### src/rtl/qpp_interleaver.sv
// qpp_interleaver
// ---------------
// Double-buffered QPP block interleaver / deinterleaver. One bank is written
// while the other is read, so a steady stream moves one sample per cycle in
// and out once a frame is buffered.
//
//   pi(i) = (F1*i + F2*i^2) mod K
//
// The permutation is produced incrementally (pi += g, g += 2*F2, both mod K)
// so no multipliers are needed; every mod is a single conditional subtract.
//
// Optional feature macro: QPP_INTERLEAVER_DEINT_EN
//   defined   : per-frame direction select through 'mode' (captured with the
//               first accepted sample of a frame and stored per bank).
//   undefined : interleave only; 'mode' is ignored.
//
// Ports
//   clk        in   1  clock, rising edge
//   rst_n      in   1  asynchronous active-low reset
//   mode       in   1  0 = interleave, 1 = deinterleave
//   in_valid   in   1  input sample valid
//   in_ready   out  1  a write bank is free
//   in_data    in   W  input sample
//   out_valid  out  1  output sample valid (read bank full)
//   out_ready  in   1  downstream accepts
//   out_data   out  W  output sample (combinational bank read)
//   out_last   out  1  high with the K-th output of a frame

module qpp_interleaver #(
  parameter int K  = 40,
  parameter int W  = 8,
  parameter int F1 = 3,
  parameter int F2 = 10,
  parameter int AW = $clog2(K)
) (
  input  logic         clk,
  input  logic         rst_n,
  input  logic         mode,
  input  logic         in_valid,
  output logic         in_ready,
  input  logic [W-1:0] in_data,
  output logic         out_valid,
  input  logic         out_ready,
  output logic [W-1:0] out_data,
  output logic         out_last
);

  localparam logic [AW:0]   K_EXT  = (AW+1)'(K);
  localparam logic [AW-1:0] K_LAST = AW'(K - 1);
  localparam logic [AW-1:0] G0     = AW'((F1 + F2) % K);
  localparam logic [AW-1:0] S_STEP = AW'((2 * F2) % K);

  // (a + b) mod K for operands already below K
  function automatic logic [AW-1:0] mod_add(input logic [AW-1:0] a,
                                            input logic [AW-1:0] b);
    logic [AW:0] s;
    s = {1'b0, a} + {1'b0, b};
    if (s >= K_EXT) s = s - K_EXT;
    return s[AW-1:0];
  endfunction

  // Sample storage: data only, never reset
  logic [W-1:0]  r_mem [2][K];

  // Control state
  logic [1:0]    r_full;
  logic          r_wr_bank;
  logic          r_rd_bank;
  logic [AW-1:0] r_wr_idx;
  logic [AW-1:0] r_rd_idx;
  logic [AW-1:0] r_rd_pi;
  logic [AW-1:0] r_rd_g;

  logic          w_wr_fire;
  logic          w_wr_end;
  logic          w_rd_fire;
  logic          w_rd_end;
  logic [1:0]    w_full_set;
  logic [1:0]    w_full_clr;
  logic [AW-1:0] w_wr_addr;
  logic [AW-1:0] w_rd_addr;

  assign in_ready   = !r_full[r_wr_bank];
  assign out_valid  = r_full[r_rd_bank];
  assign out_last   = out_valid && (r_rd_idx == K_LAST);

  assign w_wr_fire  = in_valid && in_ready;
  assign w_wr_end   = (r_wr_idx == K_LAST);
  assign w_rd_fire  = out_valid && out_ready;
  assign w_rd_end   = (r_rd_idx == K_LAST);

  // Set and clear can coincide but always address different banks
  assign w_full_set = (w_wr_fire && w_wr_end) ? (2'b01 << r_wr_bank) : 2'b00;
  assign w_full_clr = (w_rd_fire && w_rd_end) ? (2'b01 << r_rd_bank) : 2'b00;

`ifdef QPP_INTERLEAVER_DEINT_EN
  logic [1:0]    r_bank_mode;
  logic [AW-1:0] r_wr_pi;
  logic [AW-1:0] r_wr_g;

  // At i = 0 both address choices are 0, so a stale mode bit for the
  // bank being opened cannot misplace the first sample.
  assign w_wr_addr = r_bank_mode[r_wr_bank] ? r_wr_pi : r_wr_idx;
  assign w_rd_addr = r_bank_mode[r_rd_bank] ? r_rd_idx : r_rd_pi;

  always_ff @(posedge clk or negedge rst_n) begin
    if (!rst_n) begin
      r_bank_mode <= 2'b00;
      r_wr_pi     <= '0;
      r_wr_g      <= G0;
    end else if (w_wr_fire) begin
      if (r_wr_idx == '0) r_bank_mode[r_wr_bank] <= mode;
      if (w_wr_end) begin
        r_wr_pi <= '0;
        r_wr_g  <= G0;
      end else begin
        r_wr_pi <= mod_add(r_wr_pi, r_wr_g);
        r_wr_g  <= mod_add(r_wr_g, S_STEP);
      end
    end
  end
`else
  logic w_unused_mode;
  assign w_unused_mode = mode;
  assign w_wr_addr     = r_wr_idx;
  assign w_rd_addr     = r_rd_pi;
`endif

  assign out_data = r_mem[r_rd_bank][w_rd_addr];

  always_ff @(posedge clk) begin
    if (w_wr_fire) r_mem[r_wr_bank][w_wr_addr] <= in_data;
  end

  always_ff @(posedge clk or negedge rst_n) begin
    if (!rst_n) begin
      r_full    <= 2'b00;
      r_wr_bank <= 1'b0;
      r_rd_bank <= 1'b0;
      r_wr_idx  <= '0;
      r_rd_idx  <= '0;
      r_rd_pi   <= '0;
      r_rd_g    <= G0;
    end else begin
      r_full <= (r_full | w_full_set) & ~w_full_clr;

      if (w_wr_fire) begin
        if (w_wr_end) begin
          r_wr_idx  <= '0;
          r_wr_bank <= ~r_wr_bank;
        end else begin
          r_wr_idx  <= r_wr_idx + AW'(1);
        end
      end

      if (w_rd_fire) begin
        if (w_rd_end) begin
          r_rd_idx  <= '0;
          r_rd_bank <= ~r_rd_bank;
          r_rd_pi   <= '0;
          r_rd_g    <= G0;
        end else begin
          r_rd_idx  <= r_rd_idx + AW'(1);
          r_rd_pi   <= mod_add(r_rd_pi, r_rd_g);
          r_rd_g    <= mod_add(r_rd_g, S_STEP);
        end
      end
    end
  end

endmodule

### config.mk
export PLATFORM = sky130hd
export DESIGN_NAME = qpp_interleaver
export DESIGN_NICKNAME = d
export VERILOG_FILES = /design/src/rtl/qpp_interleaver.sv
export SDC_FILE = /design/constraint.sdc
export NUM_CORES = 1
export LEC_CHECK = 0
export CAP_MARGIN = 0
export CORE_UTILIZATION = 40
export CTS_CLUSTER_DIAMETER = 100
export DETAILED_ROUTE_END_ITERATION = 6
export GPL_ROUTABILITY_DRIVEN = 0
export GPL_TIMING_DRIVEN = 0
export PLACE_DENSITY_LB_ADDON = 0.25
export REMOVE_ABC_BUFFERS = 1
export SLEW_MARGIN = 20
export SYNTH_ARGS = -nofsm -noshare
export SYNTH_HDL_FRONTEND = slang
export SYNTH_SLANG_ARGS = --single-unit
### constraint.sdc
create_clock -name clk -period 5.37 [get_ports clk]
set_clock_uncertainty 0.05 [all_clocks]
set_input_delay 1.074 -clock clk [delete_from_list [all_inputs] [get_ports clk]]
set_output_delay 1.074 -clock clk [all_outputs]
set_load 0.01 [all_outputs]
# Word-level counts from Yosys, hierarchy flattened
# Memories as Yosys holds them, arrays and structs flattened.
# Cells that the tools add are included.
# totals
register_bits,28
ram_bits,640
out_inout_bits,11
mem_count,1
# op_classes
addsub,6
magnitude_cmp,7
n_eq_ne,2
shift,2
mux,19
bitwise,7
reduce_logical,9
# mem_list
name,words,width,rd,rd_ports_with_merged_regs,wr,line,text
r_mem,2,320,1,0,1,63,logic [W-1:0] r_mem [2][K];
# op_table
cell,count
320-bit 2-to-1 mux,1
8-bit binary-select mux with 6-bit select,1
8-bit demux with 6-bit select,1
6-bit 2-to-1 mux,6
8-bit 2-to-1 mux,3
"7-bit by 6-bit greater-or-equal comparator with 1-bit output, second input constant",2
"7-bit greater-or-equal comparator, second input constant",2
6-bit NOT with 7-bit output,2
"6-bit by 1-bit adder with 6-bit output, second input constant",2
"6-bit equality test, second input constant",2
"6-bit subtractor, second input constant",2
"6-bit by 5-bit adder with 7-bit output, second input constant",1
6-bit by 6-bit adder with 7-bit output,1
"7-bit by 1-bit less-than comparator with 1-bit output, second input constant",1
1-bit logical AND,6
1-bit 2-to-1 mux,5
"1-bit by 2-bit less-than comparator with 1-bit output, second input constant",2
2-bit 2-to-1 mux,2
2-bit AND reduction,2
"1-bit by 1-bit left shift with 2-bit output, first input constant",2
2-bit bitwise AND,1
1-bit NOT,2
2-bit NOT,1
2-bit bitwise OR,1
1-bit zero test,1

# Logic depth before layout (Yosys ltp)
# logic_depth
word_depth,8
ltp_mapped,9

# Worst setup path before layout
# No wires, ideal clock.
# synth_timing
path_type,register to output
start,register r_rd_pi[1]
end,output out_data[6]
arrival_time_ns,2.284
t_required_ns,4.246
path_slack_ns,1.962
stages_incl_launch_ff,7
path_cell_list,dfrtp_1 > clkbuf_1 > clkbuf_1 > buf_1 > mux4_2 > mux4_2 > a221o_1
# synth_via
elab_chain_cells,4
# synth_rtl
item,line,text
"start, declared",71,logic [AW-1:0] r_rd_pi;
"start signal, assigned",164,"r_rd_pi <= mod_add(r_rd_pi, r_rd_g);"
6-bit NOT with 7-bit output (implied by the code),129,assign out_data = r_mem[r_rd_bank][w_rd_addr];
8-bit binary-select mux with 6-bit select,129,
8-bit 2-to-1 mux (implied by the code) (2 in a row),129,
"end, declared",44,"output logic [W-1:0] out_data,"
# No other way between the ends. The select of a mux whose other input is x is not followed.

# Worst setup path after layout
# layout_timing
start,register r_rd_pi[1]
end,output out_data[1]
# Same word-level chain as after synthesis.

==> metrics.cfg <==
[die]
ios=24
core_um2=64810
die_h_um=258.7
rows=93
initial_core_util_pct=40.67
die_x_um=258.7
dieArea_um2=66930

[worst_setup_path]
critPathKind=register to primary output
startpoint_type=register
required_ps=4250
arrival_ps=4090
crit_fanout=48
reg2regPathDepth=5
crit_path_end_kind=primary output
regToRegSetupSlack_ps=1720
r2r-end=r_mem[0][11]$_DFFE_PP_
r2r-start=r_wr_bank$_DFFE_PN0P_

[pwr]
leakage_nw=9.119
finalPower_mw=11.61
power_density_nw_per_um2=387.8
ir_drop_mv=0.1955

[cts]
clk_pin_slew_ps=60
ctsRootBufferMaster=clkbuf_16
clock-sinks=667
cts.path.max_buffers=3
htreeDepth=3
cts_tree=yes
insertion_delay_ps=590
cts_buffers=70

[placement]
dpl_cell_area_um2=27750
numPortBuffers=22
dp_hpwl_um=34770
dp.cells=2083
pre_cts_slack_ps=251.3

[yosys]
synth_mux_area_share_pct=16.87
avgSynthCellArea_um2=21.09
yosysTopAreaCellShare_pct=72.91
yosysWarnings=0
synth_fa_ha_area_share_pct=0.5696
synth-main-ff-cell=edfxtp_1
synth_area_leaders=edfxtp_1 73%, mux4_2 14%, dfrtp_1 2.3%, mux2i_1 1.6%, mux4_1 1.4%
synth_area_um2=26360
yosysUniqueCellTypes=49
synth_top_cell_by_area=edfxtp_1
ys_seq_elements=667
synth_top_family_by_area=multiplexers
synth-compound-area-share_pct=2.202
synthArstFlopShare_pct=4.048
seq_area_frac_synth_pct=75.48
synth-xor-area-share_pct=0.4319
netlist_instances=1250
synth_simple_gate_area_share_pct=3.175
synth_edf_count=640

[global_route]
grt_pass1_wl_um=84930
track_usage_pct=17.48
grt_start_max_net_pins=81
grt_antenna_before_repair=0
overflow=0
grt_pass1_vias=12720

[timing]
setup_slack_ps=157.7
tns_ps=0
hold_ws_ps=456.8
post-route-period-util_pct=97.06
hold_viol=0
worst_slew_pin_slew_ps=1001
setup_viol=0
fmax_mhz=191.9
slew_viol_final=0
fin_crit_ps=5212
slew_headroom_pct=33.14
rsz0062_at_grt=false

[job]
max-cap-violations=0

[route]
ant_nets=0
viasPerCell=5.512
drcViolationCount=0
first_pass_iters=5
wl_um=56830
drt_iter0_drc=1038
wl_per_cell_um=25.72
vias=12180

[layout]
drive_gt1_share_pct=21.85
area_growth_pct=13.55
nNetsFinal=1330
n_fill_cell=5350
post-route-util_pct=46.18
fin_area_um2=29930
instances_no_fill=2210
diodes=0

[hold_path]
hold_class=primary input to async pin

[run_status]
status=finished clean

==> where the power goes <==
| group | internal, mW | total (mW) | switching, mW |
|---|---|---|---|
| logic | 0.382 | 1.08 | 0.694 |
| registers | 5.87 | 6.01 | 0.139 |
| clock network | 2.62 | 4.52 | 1.90 |
| total | 8.87 | 11.6 | 2.73 |
==> per-layer routing <==
layer / global-route usage, % / up-vias / routed length (um)
met2: 27.40 / 332 / 27340
met4: 5.786 / 0 / 1286
met3: 3.257 / 73 / 3123
met1: 24.72 / 6456 / 25090
li1: - / 5320 / -
met5: 0 / - / 0
==> cell type report <==
type / instances / area [um^2] / share of cell area [%]
inverter: 5 / 18.77 / 0.06270
timing repair buffer: 45 / 689.4 / 2.303
multi-input combinational: 516 / 6135 / 20.50
sequential: 667 / 19910 / 66.52
clock buffer: 100 / 1958 / 6.542
tap: 855 / 1070 / 3.574
clock inverter: 22 / 148.9 / 0.4975
==> worst max path at each step <==
stage	from	to	slack, ps	cells after the start
5_1_grt	r_rd_pi[1]$_DFFE_PN0P_	out_data[1]	70	7
2_1_floorplan	r_rd_bank$_DFFE_PN0P_	out_data[1]	-2160	4
3_5_place_dp	r_rd_bank$_DFFE_PN0P_	out_data[1]	250	7
6_report	r_rd_pi[1]$_DFFE_PN0P_	out_data[1]	160	7
4_1_cts	r_rd_pi[1]$_DFFE_PN0P_	out_data[1]	80	7
3_3_place_gp	r_rd_bank$_DFFE_PN0P_	out_data[6]	-6720	6
==> Yosys cell counts, types with 5 or more instances <==
library cell	count
ha_1	12
or2_2	5
xnor2_1	5
nor2b_1	10
dfrtp_1	24
edfxtp_1	640
mux4_2	162
a211oi_1	9
o21ai_0	9
nand3_1	12
clkbuf_1	23
buf_1	8
mux2i_1	42
a21oi_1	20
a221o_1	8
o22ai_1	16
a211o_1	7
nor2_1	96
xor2_1	8
inv_1	5
buf_2	23
mux4_1	14
and2_1	8
nand2_1	36
==> critical path, cell delays in order, from the launching register on <==
cell,delay [ps]
dfrtp_4,640
buf_16,300
buf_16,300
mux4_1,400
mux4_2,560
a211o_1,420
a221o_1,320
clkdlybuf4s50_1,500
==> state kept, by name, indices dropped and copies added (netlist names) <==
name       cells
r_full         2
r_mem        640
r_wr_bank      1
r_wr_idx       6
r_rd_bank      1
r_rd_pi        6
r_rd_g         5
r_rd_idx       6
==> logic make-up after synthesis <==
family                   count (synthesis)
flip-flops                             667
multiplexers                           219
AND/OR/NAND/NOR                        188
AO/OA/AOI/OAI                           84
buffers and inverters                   67
XOR/XNOR                                13
adder cells (fa/ha/maj)                 12
==> cell usage in the layout, fill, tap and decap left out, types with 4 or more instances in the layout <==
master / n
clkbuf_1: 24
mux2i_1: 42
o21ai_0: 9
a221o_1: 8
clkinv_2: 7
a211o_1: 7
and2_1: 8
o22ai_1: 16
mux4_1: 14
inv_1: 5
buf_12: 11
nor3_1: 4
edfxtp_1: 640
ha_1: 12
nand2_1: 36
nand3_1: 12
nor2_1: 96
a21oi_1: 20
clkbuf_16: 73
mux4_2: 162
xor2_1: 8
or2_2: 5
a211oi_1: 9
buf_4: 10
dfrtp_1: 19
buf_16: 9
nand4_1: 4
clkinv_1: 12
xnor2_1: 5
nor2b_1: 10
clkdlybuf4s50_1: 13
a22o_1: 4
==> timing repair <==
item / CTS / global route
hold buffers: 0 / 0
setup buffers: 4 / 0
endpoints found under the setup margin: 8 / 0
resized for setup: 0 / 0
Power figures use the tool's default switching activity.
